## src/rtl/product_accumulator_pkg.sv

```systemverilog
// product_accumulator_pkg: shared state encoding and default widths for the product accumulator
package mac_pkg;
  typedef enum logic {ACC, DONE} state_t;
  localparam int PROD_W_DEF = 8;
  localparam int COUNT_DEF = 4;
  localparam int ACC_W_DEF = 10;
  localparam int CNT_W = $clog2(COUNT_DEF) + 1;
  function automatic int cnt_w(input int count);
    return $clog2(count) + 1;
  endfunction
endpackage

```

## src/rtl/product_accumulator_if.sv

```systemverilog
// product_accumulator_if: product input and burst result handshakes plus burst abort
interface product_accumulator_if #(
  parameter int PROD_W = mac_pkg::PROD_W_DEF,
  parameter int ACC_W = mac_pkg::ACC_W_DEF,
  parameter int CNT_W = mac_pkg::CNT_W
);
  logic clear;
  logic in_valid;
  logic in_ready;
  logic [PROD_W-1:0] in_prod;
  logic in_last;
  logic out_valid;
  logic out_ready;
  logic [ACC_W-1:0] out_sum;
  logic [CNT_W-1:0] out_cnt;
  logic out_ovf;
  modport master (
    output clear, in_valid, in_prod, in_last, out_ready,
    input in_ready, out_valid, out_sum, out_cnt, out_ovf
  );
  modport slave (
    input clear, in_valid, in_prod, in_last, out_ready,
    output in_ready, out_valid, out_sum, out_cnt, out_ovf
  );
endinterface

```

## src/rtl/product_accumulator_acc_adder.sv

```systemverilog
// acc_adder: zero-extending accumulator adder with carry; ACC_SATURATE_EN clamps on carry instead of wrapping
module acc_adder #(
  parameter int PROD_W = 8,
  parameter int ACC_W = 10
) (
  input  logic [ACC_W-1:0]  a,
  input  logic [PROD_W-1:0] b,
  output logic [ACC_W-1:0]  sum,
  output logic              carry
);
  logic [ACC_W:0] raw;
  assign raw = {1'b0, a} + (ACC_W + 1)'(b);
  assign carry = raw[ACC_W];
`ifdef ACC_SATURATE_EN
  assign sum = carry ? '1 : raw[ACC_W-1:0];
`else
  assign sum = raw[ACC_W-1:0];
`endif
endmodule

```

## src/rtl/product_accumulator.sv

```systemverilog
// product_accumulator: sums bursts of COUNT products into a registered result with sticky overflow (ACC_SATURATE_EN selects clamping)
module product_accumulator
  import mac_pkg::*;
#(
  parameter int PROD_W = PROD_W_DEF,
  parameter int COUNT = COUNT_DEF,
  parameter int ACC_W = ACC_W_DEF
) (
  input logic clk,
  input logic rst,
  product_accumulator_if.slave bus
);
  localparam int CW = cnt_w(COUNT);
  state_t state, state_nx;
  logic [ACC_W-1:0] acc, sum, out_sum;
  logic [CW-1:0] cnt, out_cnt;
  logic ovf, out_ovf, carry, accept, close;
  acc_adder #(.PROD_W(PROD_W), .ACC_W(ACC_W)) u_add (
    .a(acc), .b(bus.in_prod), .sum(sum), .carry(carry)
  );
  // clear wins over a simultaneous accept
  assign accept = bus.in_valid & (state == ACC) & ~bus.clear;
  assign close = accept & (bus.in_last | (cnt == CW'(COUNT - 1)));
  always_comb begin
    state_nx = state;
    state_nx = (state == ACC) ? (close ? DONE : ACC) : (bus.out_ready ? ACC : DONE);
  end
  always_ff @(posedge clk or posedge rst) begin
    if (rst) begin
      state <= ACC;
      acc <= '0;
      cnt <= '0;
      ovf <= 1'b0;
      out_sum <= '0;
      out_cnt <= '0;
      out_ovf <= 1'b0;
    end else begin
      state <= state_nx;
      if (state == ACC && bus.clear) begin
        acc <= '0;
        cnt <= '0;
        ovf <= 1'b0;
      end else if (close) begin
        out_sum <= sum;
        out_cnt <= cnt + 1'b1;
        out_ovf <= ovf | carry;
        acc <= '0;
        cnt <= '0;
        ovf <= 1'b0;
      end else if (accept) begin
        acc <= sum;
        cnt <= cnt + 1'b1;
        ovf <= ovf | carry;
      end
    end
  end
  assign bus.in_ready = (state == ACC);
  assign bus.out_valid = (state == DONE);
  assign bus.out_sum = out_sum;
  assign bus.out_cnt = out_cnt;
  assign bus.out_ovf = out_ovf;
endmodule

```

## src/flat_wrapper.sv

```systemverilog
// flat-port wrapper written by rule: the top's interface ports become plain ports
module product_accumulator_flat import mac_pkg::*;
#(
  parameter int PROD_W = PROD_W_DEF,
  parameter int COUNT = COUNT_DEF,
  parameter int ACC_W = ACC_W_DEF
)
  (clk, rst, bus_clear, bus_in_valid, bus_in_prod, bus_in_last, bus_out_ready, bus_in_ready, bus_out_valid, bus_out_sum, bus_out_cnt, bus_out_ovf);
  product_accumulator_if #(.PROD_W(PROD_W), .ACC_W(ACC_W), .CNT_W(3)) bus_i ();
  input logic clk;
  input logic rst;
  input wire logic [$bits(bus_i.clear)-1:0] bus_clear;
  input wire logic [$bits(bus_i.in_valid)-1:0] bus_in_valid;
  input wire logic [$bits(bus_i.in_prod)-1:0] bus_in_prod;
  input wire logic [$bits(bus_i.in_last)-1:0] bus_in_last;
  input wire logic [$bits(bus_i.out_ready)-1:0] bus_out_ready;
  output wire logic [$bits(bus_i.in_ready)-1:0] bus_in_ready;
  output wire logic [$bits(bus_i.out_valid)-1:0] bus_out_valid;
  output wire logic [$bits(bus_i.out_sum)-1:0] bus_out_sum;
  output wire logic [$bits(bus_i.out_cnt)-1:0] bus_out_cnt;
  output wire logic [$bits(bus_i.out_ovf)-1:0] bus_out_ovf;
  assign bus_i.clear = bus_clear;
  assign bus_i.in_valid = bus_in_valid;
  assign bus_i.in_prod = bus_in_prod;
  assign bus_i.in_last = bus_in_last;
  assign bus_i.out_ready = bus_out_ready;
  assign bus_in_ready = bus_i.in_ready;
  assign bus_out_valid = bus_i.out_valid;
  assign bus_out_sum = bus_i.out_sum;
  assign bus_out_cnt = bus_i.out_cnt;
  assign bus_out_ovf = bus_i.out_ovf;
  product_accumulator #(.PROD_W(PROD_W), .COUNT(COUNT), .ACC_W(ACC_W)) u_core (.clk(clk), .rst(rst), .bus(bus_i));
endmodule
```

## config.mk

```make
export PLATFORM = sky130hd
export DESIGN_NAME = product_accumulator_flat
export DESIGN_NICKNAME = d
export VERILOG_FILES = /design/src/rtl/product_accumulator_pkg.sv /design/src/rtl/product_accumulator_if.sv /design/src/rtl/product_accumulator_acc_adder.sv /design/src/rtl/product_accumulator.sv /design/src/flat_wrapper.sv
export SDC_FILE = /design/constraint.sdc
export NUM_CORES = 1
export LEC_CHECK = 0
export ABC_AREA = 1
export CAP_MARGIN = 20
export CORE_ASPECT_RATIO = 1.1
export CORE_MARGIN = 1
export CORE_UTILIZATION = 63
export DETAILED_ROUTE_END_ITERATION = 12
export DONT_BUFFER_PORTS = 1
export GPL_ROUTABILITY_DRIVEN = 0
export HOLD_SLACK_MARGIN = 0.15
export PLACE_DENSITY = 0.89
export SLEW_MARGIN = 0
export SYNTH_ARGS = -nofsm -noshare
export SYNTH_HDL_FRONTEND = slang
export SYNTH_HIERARCHICAL = 1
export SYNTH_SLANG_ARGS = --single-unit
```

## constraint.sdc

```tcl
create_clock -name clk -period 2.3 [get_ports clk]
set_input_delay 0.345 -clock clk [delete_from_list [all_inputs] [get_ports clk]]
set_output_delay 0.345 -clock clk [all_outputs]
set_load 0.005 [all_outputs]
```

==> results of run 1 <==
## through the flow
step,worst slack (ps),std cells,utilization
after floorplan,635.1,224,-
after global placement,493.7,252,0.6536
after detailed placement,469.9,252,0.6536
after CTS,427.9,262,0.6977
after global routing,243.7,262,0.6977
final,409.5,262,0.6977
## area by class of cell
type | instances | area [µm²] | area share
well taps | 33 | 41.29 | 0.02130
clock buffers | 5 | 37.54 | 0.01937
inverters | 22 | 85.08 | 0.04390
multi-input cells | 167 | 955.9 | 0.4932
repair buffers | 3 | 27.53 | 0.01420
clock inverters | 3 | 65.06 | 0.03357
flip-flops and latches | 29 | 725.7 | 0.3744
## critical path, cell delays in order, from the launching register on
cell      delay (ps)
dfrtp_1          400
ha_1             370
a21oi_1          300
o21ai_0          140
nand2_1           80
o211ai_1          70
or2_1            240
nand3_1          110
nand2_1           70
## worst min path at each step
| stage | cells past startpoint | start | endpoint | slack, ps |
|---|---|---|---|---|
| 2_1_floorplan | 1 | rst | u_core/acc[0] | 420 |
| 6_report | 3 | bus_clear | u_core/acc[9] | 220 |
| 3_5_place_dp | 2 | rst | u_core/bus.out_cnt[1] | 330 |
| 3_3_place_gp | 2 | rst | u_core/bus.out_valid | 330 |
| 4_1_cts | 3 | bus_clear | u_core/acc[9] | 210 |
| 5_1_grt | 3 | bus_clear | u_core/acc[9] | 230 |
## registers in the layout, summed over array words and instances, names as in the netlist
name                  flops
u_core/acc               10
u_core/bus.out_cnt        3
u_core/bus.out_ovf        1
u_core/bus.out_sum       10
u_core/bus.out_valid      1
u_core/cnt                3
u_core/ovf                1
## cell usage after synthesis, types with 2 or more instances
library cell / n / share of area
nand2_1: 77 / 0.16
dfrtp_1: 29 / 0.39
nand3_1: 27 / 0.073
inv_1: 18 / 0.037
nand2_2: 14 / 0.048
nand3_2: 11 / 0.060
ha_1: 10 / 0.068
nor2_1: 7 / 0.014
a21oi_1: 4 / 0.011
inv_2: 3 / 0.0061
xor2_1: 3 / 0.014
buf_4: 2 / 0.0082
buf_8: 2 / 0.016
nor2_2: 2 / 0.0068
o21ai_2: 2 / 0.0095
## cell families after synthesis
| logic type | count (synthesis) | share of synthesized area |
|---|---|---|
| and+or+nand+nor | 142 | 0.3864 |
| DFF | 29 | 0.3946 |
| buffers and inverters | 28 | 0.08571 |
| adders and majority gates | 11 | 0.07891 |
| AOI/OAI and AO/OA | 10 | 0.03538 |
| xor gates and xnor gates | 4 | 0.01905 |
## layer usage
layer | vias to the layer above | track usage | share of wire
met1 | 660 | 0.3618 | 0.43
li1 | 723 | - | -
met3 | 9 | 0.05943 | 0.074
met5 | - | 0 | 0
met4 | 0 | 0.1090 | 0.020
met2 | 55 | 0.4304 | 0.47
## power by group through the flow
stage / Combinational, mW / Sequential (mW) / Clock (mW)
global placement: 0.233 / 0.629 / 0
CTS: 0.245 / 0.622 / 0.537
detailed placement: 0.241 / 0.631 / 0
finish: 0.245 / 0.621 / 0.524
global route: 0.280 / 0.633 / 0.555
floorplan: 0.211 / 0.621 / 0
==> impl_results.md, run 1 <==
* H-tree levels at 2
* Die Ht at ~59 µm
* Critical Path Start Type: flop
* Worst hold path class: in2reg
* Comb pwr share at 0.176
* Initial antenna violation count at 0
* Cell area after layout at approximately 1900 µm²
* Critical Path AT at 2110 ps
* Placed Area at ~1800 µm²
* CP endpoint: u_core/bus.out_ovf
* Fin crit share at 0.8219
* Fin nets at 253
* Fin crit period at between 1500 and 2000 ps
* Sequential share of the synthesized area at 0.3946
* Worst skew pair latency at about 330 ps
* Worst clock skew at around 9.4 ps
* Worst reg-to-reg path cell count at 8
* IR Drop Worst-Case VDD at ~0.75 mV
* Final hold vios at 0
* Final setup viols at 0
* Mean area per synthesized cell at roughly 8.2 µm²
* First drt pass iteration count at 4
* Crit path required time at 2520 ps
* Root Driver: clkbuf_4
* R2r endpoint: u_core/bus.out_ovf
* Most common cell after layout, fill and taps aside: nand2_1
* DRC at 0
* First-pass GRT wire length at between 6 and 7 mm
* Sequential share of power at 0.447
* N_diodes at 0
* Most frequent cells in the layout: nand2_1, dfrtp_1, nand3_1, inv_1, nand2_2
* PortBufs at 0
* Primary FF master, synth: dfrtp_1
* CORE AREA at ~2800 µm²
* Largest net degree at the start of global routing at 30
* Critical path class: reg2reg
* Crit Path Max Fanout at 5
* Post-synth ARST share at 1.000
* Clock share of power at 0.377
* Die X at between 50 and 60 µm
* Clock buffer depth at 2
* Cells after synthesis at between 200 and 250
* Via density at 5.523
* EDFF count, synth at 0
* Internal at between 0.9 and 1 mW
* CTS tree: done
* Detailed placement HPWL at about 2.5 mm
* Final hold slack at 221.6 ps
* I/O Pins at 30
* Postcts setup bufs at 0
* Share of cells above drive strength 1 at 0.1921
* Crit path capture type: flop
* FMAX at approximately 530 MHz
* CTS buffer count at 5
* RSZ-0062 raised after global routing: no
* Clock sink total at 29
* Final Max Slew Viols at 0
* Vias in the first global route at between 1k and 1.5k
* Leak Pwr at 1.075 nW
* Pwr Total at roughly 1.4 mW
* #FFs+latches synth at 29
* Clock-pin slew on the worst setup and hold paths at ~100 ps
* Sw Share at 0.2878
* Antenna viol nets, final at 0
* Mapped cell area at roughly 1800 µm²
* WL per Instance at between 10 and 15 µm
* Sw power at around 0.4 mW
* Max-Cap Viols at 0
* Reg2reg setup slack at 410 ps
* GRT Total Usage at 0.2731
* Layout area overhead at 5.374%
* Worst r2r src: u_core/acc[5]
* Status: complete, no violations
* Post-Route WL at ~3.6 mm
* Cts hold-fix bufs at 2
* Filler cell count at roughly 210
* Post-CTS Resized at 0
* Synth unique cells at 28
* Mapped Nets at between 200 and 250
* Total die area at roughly 3100 µm²
* Drt first-iter violations at between 60 and 70
* Final TNS setup at 0 ps
* Row count at 20
* Worst Max-Slew Pin Slew at approximately 650 ps
* Yosys warning total at 6
* Source of the critical timing path: u_core/acc[5]
* Worst slew margin at 0.5683
* Total grt overflow at 0
* Pwr Density at around 700 nW/µm²
* Initial core utilization at 0.6622
* Vias at around 1.4k
(Power assumes the default switching activity.)
==> run 2: changes to the inputs <==
clock period = 1.95 ns   (was 2.3 ns; I/O delays follow)
==> run 2 against run 1 <==
Combinational power up 21%. Clock skew is essentially flat. Sequential cell count unchanged. First-iteration DRC count is 32% lower. Cell area rose by 1.7%. Non-clock buffer count rose by 2. Sequential power is 18% higher. Clock power rose by 21%. Critical path depth is the same. Count of clock-buffer cells in the layout is the same. Wire length is 3.9% higher. Via count up 1.2%. Highest routed layer unchanged.
==> impl_results.md, run 2 (same netlist as run 1, synthesis figures left out) <==
* Inst Count DP at 254 (+0.79%)
* Post-Route WL at 3.772 mm (+3.9%)
* Worst Max-Slew Pin Slew at 663.0 ps (+15.52 ps)
* Clock share of power at 0.381 (+0.004)
* Worst clock skew at 9.025 ps (-0.3500 ps)
* Worst r2r src: u_core/acc[7]
* Drt first-iter violations at 42 (-32%)
* Total grt overflow at 0 (unchanged)
* Hold Path End: u_core/acc[3]
* Initial antenna violation count at 0 (unchanged)
* CTS buffer count at 5 (unchanged)
* Pwr Density at 843.2 nW/µm² (+18%)
* IR Drop Worst-Case VDD at 0.8052 mV (+6.7%)
* Sw Share at 0.2936 (+0.005843)
* Area of the multi-input gates at 973.4 µm² (+1.8%)
* Die X at 53.52 µm (unchanged)
* Reg2reg setup slack at 150 ps (-260 ps)
* Worst skew pair latency at 340 ps (about the same)
* Crit Path Max Fanout at 5 (unchanged)
* Final Non-Filler Cells at 264 (+0.76%)
* CORE AREA at 2778 µm² (unchanged)
* Hold path startpoint: bus_clear
* GRT Total Usage at 0.2862 (+0.01310)
* Via density at 5.549 (+0.48%)
* Internal at 1.174 mW (+19%)
* Postcts setup bufs at 0 (unchanged)
* Critical path class: reg2reg
* Fin crit share at 0.9232 (+0.1013)
* Worst hold path class: in2reg
* Fin crit period at 1800 ps (-90.20 ps)
* Comb pwr share at 0.178 (+0.002)
* Cells along the critical path: ha_1, nand2_1, inv_1, a21boi_0, nand4_1, nand2_1, nand3_1, nand2_1
* Leak Pwr at 1.082 nW (+0.72%)
* Max-Cap Viols at 0 (unchanged)
* Share of cells above drive strength 1 at 0.2121 (+0.01998)
* Antenna viol nets, final at 0 (unchanged)
* Root Driver: clkbuf_4
* H-tree levels at 2 (unchanged)
* Sw power at 0.4879 mW (+22%)
* Row count at 20 (unchanged)
* Vias at 1465 (+1.2%)
* Most frequent CP cell: nand2_1
* Detailed placement HPWL at 2.510 mm (-0.61%)
* PortBufs at 0 (unchanged)
* Status: complete, no violations
* Total die area at 3140 µm² (unchanged)
* Filler cell count at 216 (+1.4%)
* Largest stage delay on the critical path at 400 ps (about the same)
* First-pass GRT wire length at 6.348 mm (+3.2%)
* CTS tree: done
* Critical Path AT at 2080 ps (-30 ps)
* Vias in the first global route at 1433 (+1.2%)
* CP max-delay cell: dfrtp_1
* Crit path required time at 2230 ps (-290 ps)
* Worst slew margin at 0.5580 (-0.01035)
* DRC at 0 (unchanged)
* Worst reg-to-reg path cell count at 8 (unchanged)
* R2r endpoint: u_core/bus.out_sum[9]
* Clock buffer depth at 2 (unchanged)
* Most common cell after layout, fill and taps aside: nand2_1
* Die Ht at 58.67 µm (unchanged)
* Most frequent cells in the layout: nand2_1, dfrtp_1, nand3_1, inv_1, nand2_2
* Final Max Slew Viols at 0 (unchanged)
* N_diodes at 0 (unchanged)
* RSZ-0062 raised after global routing: no
* Hold Path Stages at 3 (unchanged)
* Critical Path Start Type: flop
* Final hold vios at 0 (unchanged)
* Fin nets at 255 (+0.79%)
* I/O Pins at 30 (unchanged)
* WL per Instance at 14.29 µm (+3.1%)
* Final TNS setup at 0 ps (unchanged)
* Layout area overhead at 7.143%
* Clock-pin slew on the worst setup and hold paths at 110 ps (about the same)
* Seq. cell area at 725.7 µm² (unchanged)
* FMAX at 555.5 MHz (+5.0%)
* Final setup viols at 0 (unchanged)
* Initial core utilization at 0.6622 (unchanged)
* Largest regs: u_core/acc x10, u_core/bus.out_sum x10
* First drt pass iteration count at 4 (unchanged)
* Largest net degree at the start of global routing at 30 (unchanged)
* Crit path capture type: flop
* Clock sink total at 29 (unchanged)
* Sequential share of power at 0.440 (-0.007)
-- run 2: cell types whose count changed in the layout (fill, tap and decap cells not counted), sizes merged --
cell and change:
buf +2
-- run 2: worst max path at each step --
stage | start | endpoint | depth (start not counted)
after detailed placement | u_core/acc[0] | u_core/bus.out_sum[8] | 12
after global placement | u_core/acc[0] | u_core/bus.out_sum[6] | 12
after CTS | u_core/acc[0] | u_core/bus.out_sum[6] | 12
final | u_core/acc[7] | u_core/bus.out_sum[9] | 8
after floorplan | u_core/acc[5] | u_core/bus.out_ovf | 8
after global routing | u_core/acc[0] | u_core/bus.out_sum[8] | 12
-- run 2: power groups by stage --
| stage | logic (mW) | clock network, mW | registers, mW |
|---|---|---|---|
| CTS | 0.293 | 0.641 | 0.732 |
| global placement | 0.280 | 0 | 0.741 |
| detailed placement | 0.287 | 0 | 0.744 |
| floorplan | 0.249 | 0 | 0.732 |
| finish | 0.296 | 0.634 | 0.732 |
| global route | 0.337 | 0.673 | 0.745 |
-- run 2: routing by layer --
metal / part of all wire / wire, µm / global-route usage / up-vias
met3: 0.052 / 198 / 0.07752 / 10
met5: 0 / 0 / 0 / -
met4: 0.018 / 69 / 0.1241 / 0
li1: - / - / - / 725
met2: 0.50 / 1877 / 0.4589 / 43
met1: 0.43 / 1627 / 0.3573 / 687
-- run 2: cell type report --
class / count / share of cell area
multi-input cells: 167 / 0.4940
flip-flops and latches: 29 / 0.3683
inverters: 22 / 0.04317
clock inverters: 3 / 0.03302
repair buffers: 5 / 0.02159
well taps: 33 / 0.02095
clock buffers: 5 / 0.01905
-- run 2: worst max-delay path: cells and delay by family, from the launching register on --
kind / cells / cell delay [ps]
buffers and inverters: 1 / 60
flip-flops: 1 / 400
AO/OA/AOI/OAI: 1 / 320
AND/OR/NAND/NOR: 5 / 610
adder cells (fa/ha/maj): 1 / 360
-- run 2: stage by stage --
| step | instance area, µm² | power (mW) | setup slack (ps) | util | hold slack [ps] |
|---|---|---|---|---|---|
| global placement | 1831 | 1.021 | 196.9 | 0.6590 | 273.0 |
| global route | 1971 | 1.754 | 20.27 | 0.7095 | 162.0 |
| floorplan | 1839 | 0.9810 | 285.1 | - | 365.1 |
| CTS | 1953 | 1.667 | 80.85 | 0.7032 | 151.0 |
| detailed placement | 1831 | 1.031 | 121.9 | 0.6590 | 277.1 |
| finish | 1971 | 1.662 | 149.8 | 0.7095 | 170.5 |
-- run 2: what timing repair did --
| item | 4_1_cts | 5_1_grt |
|---|---|---|
| setup endpoints to repair | 0 | 6 |
| endpoints found under the hold margin | 30 | 0 |
| gates resized for setup | 0 | 4 |
| hold buffers | 2 | 0 |
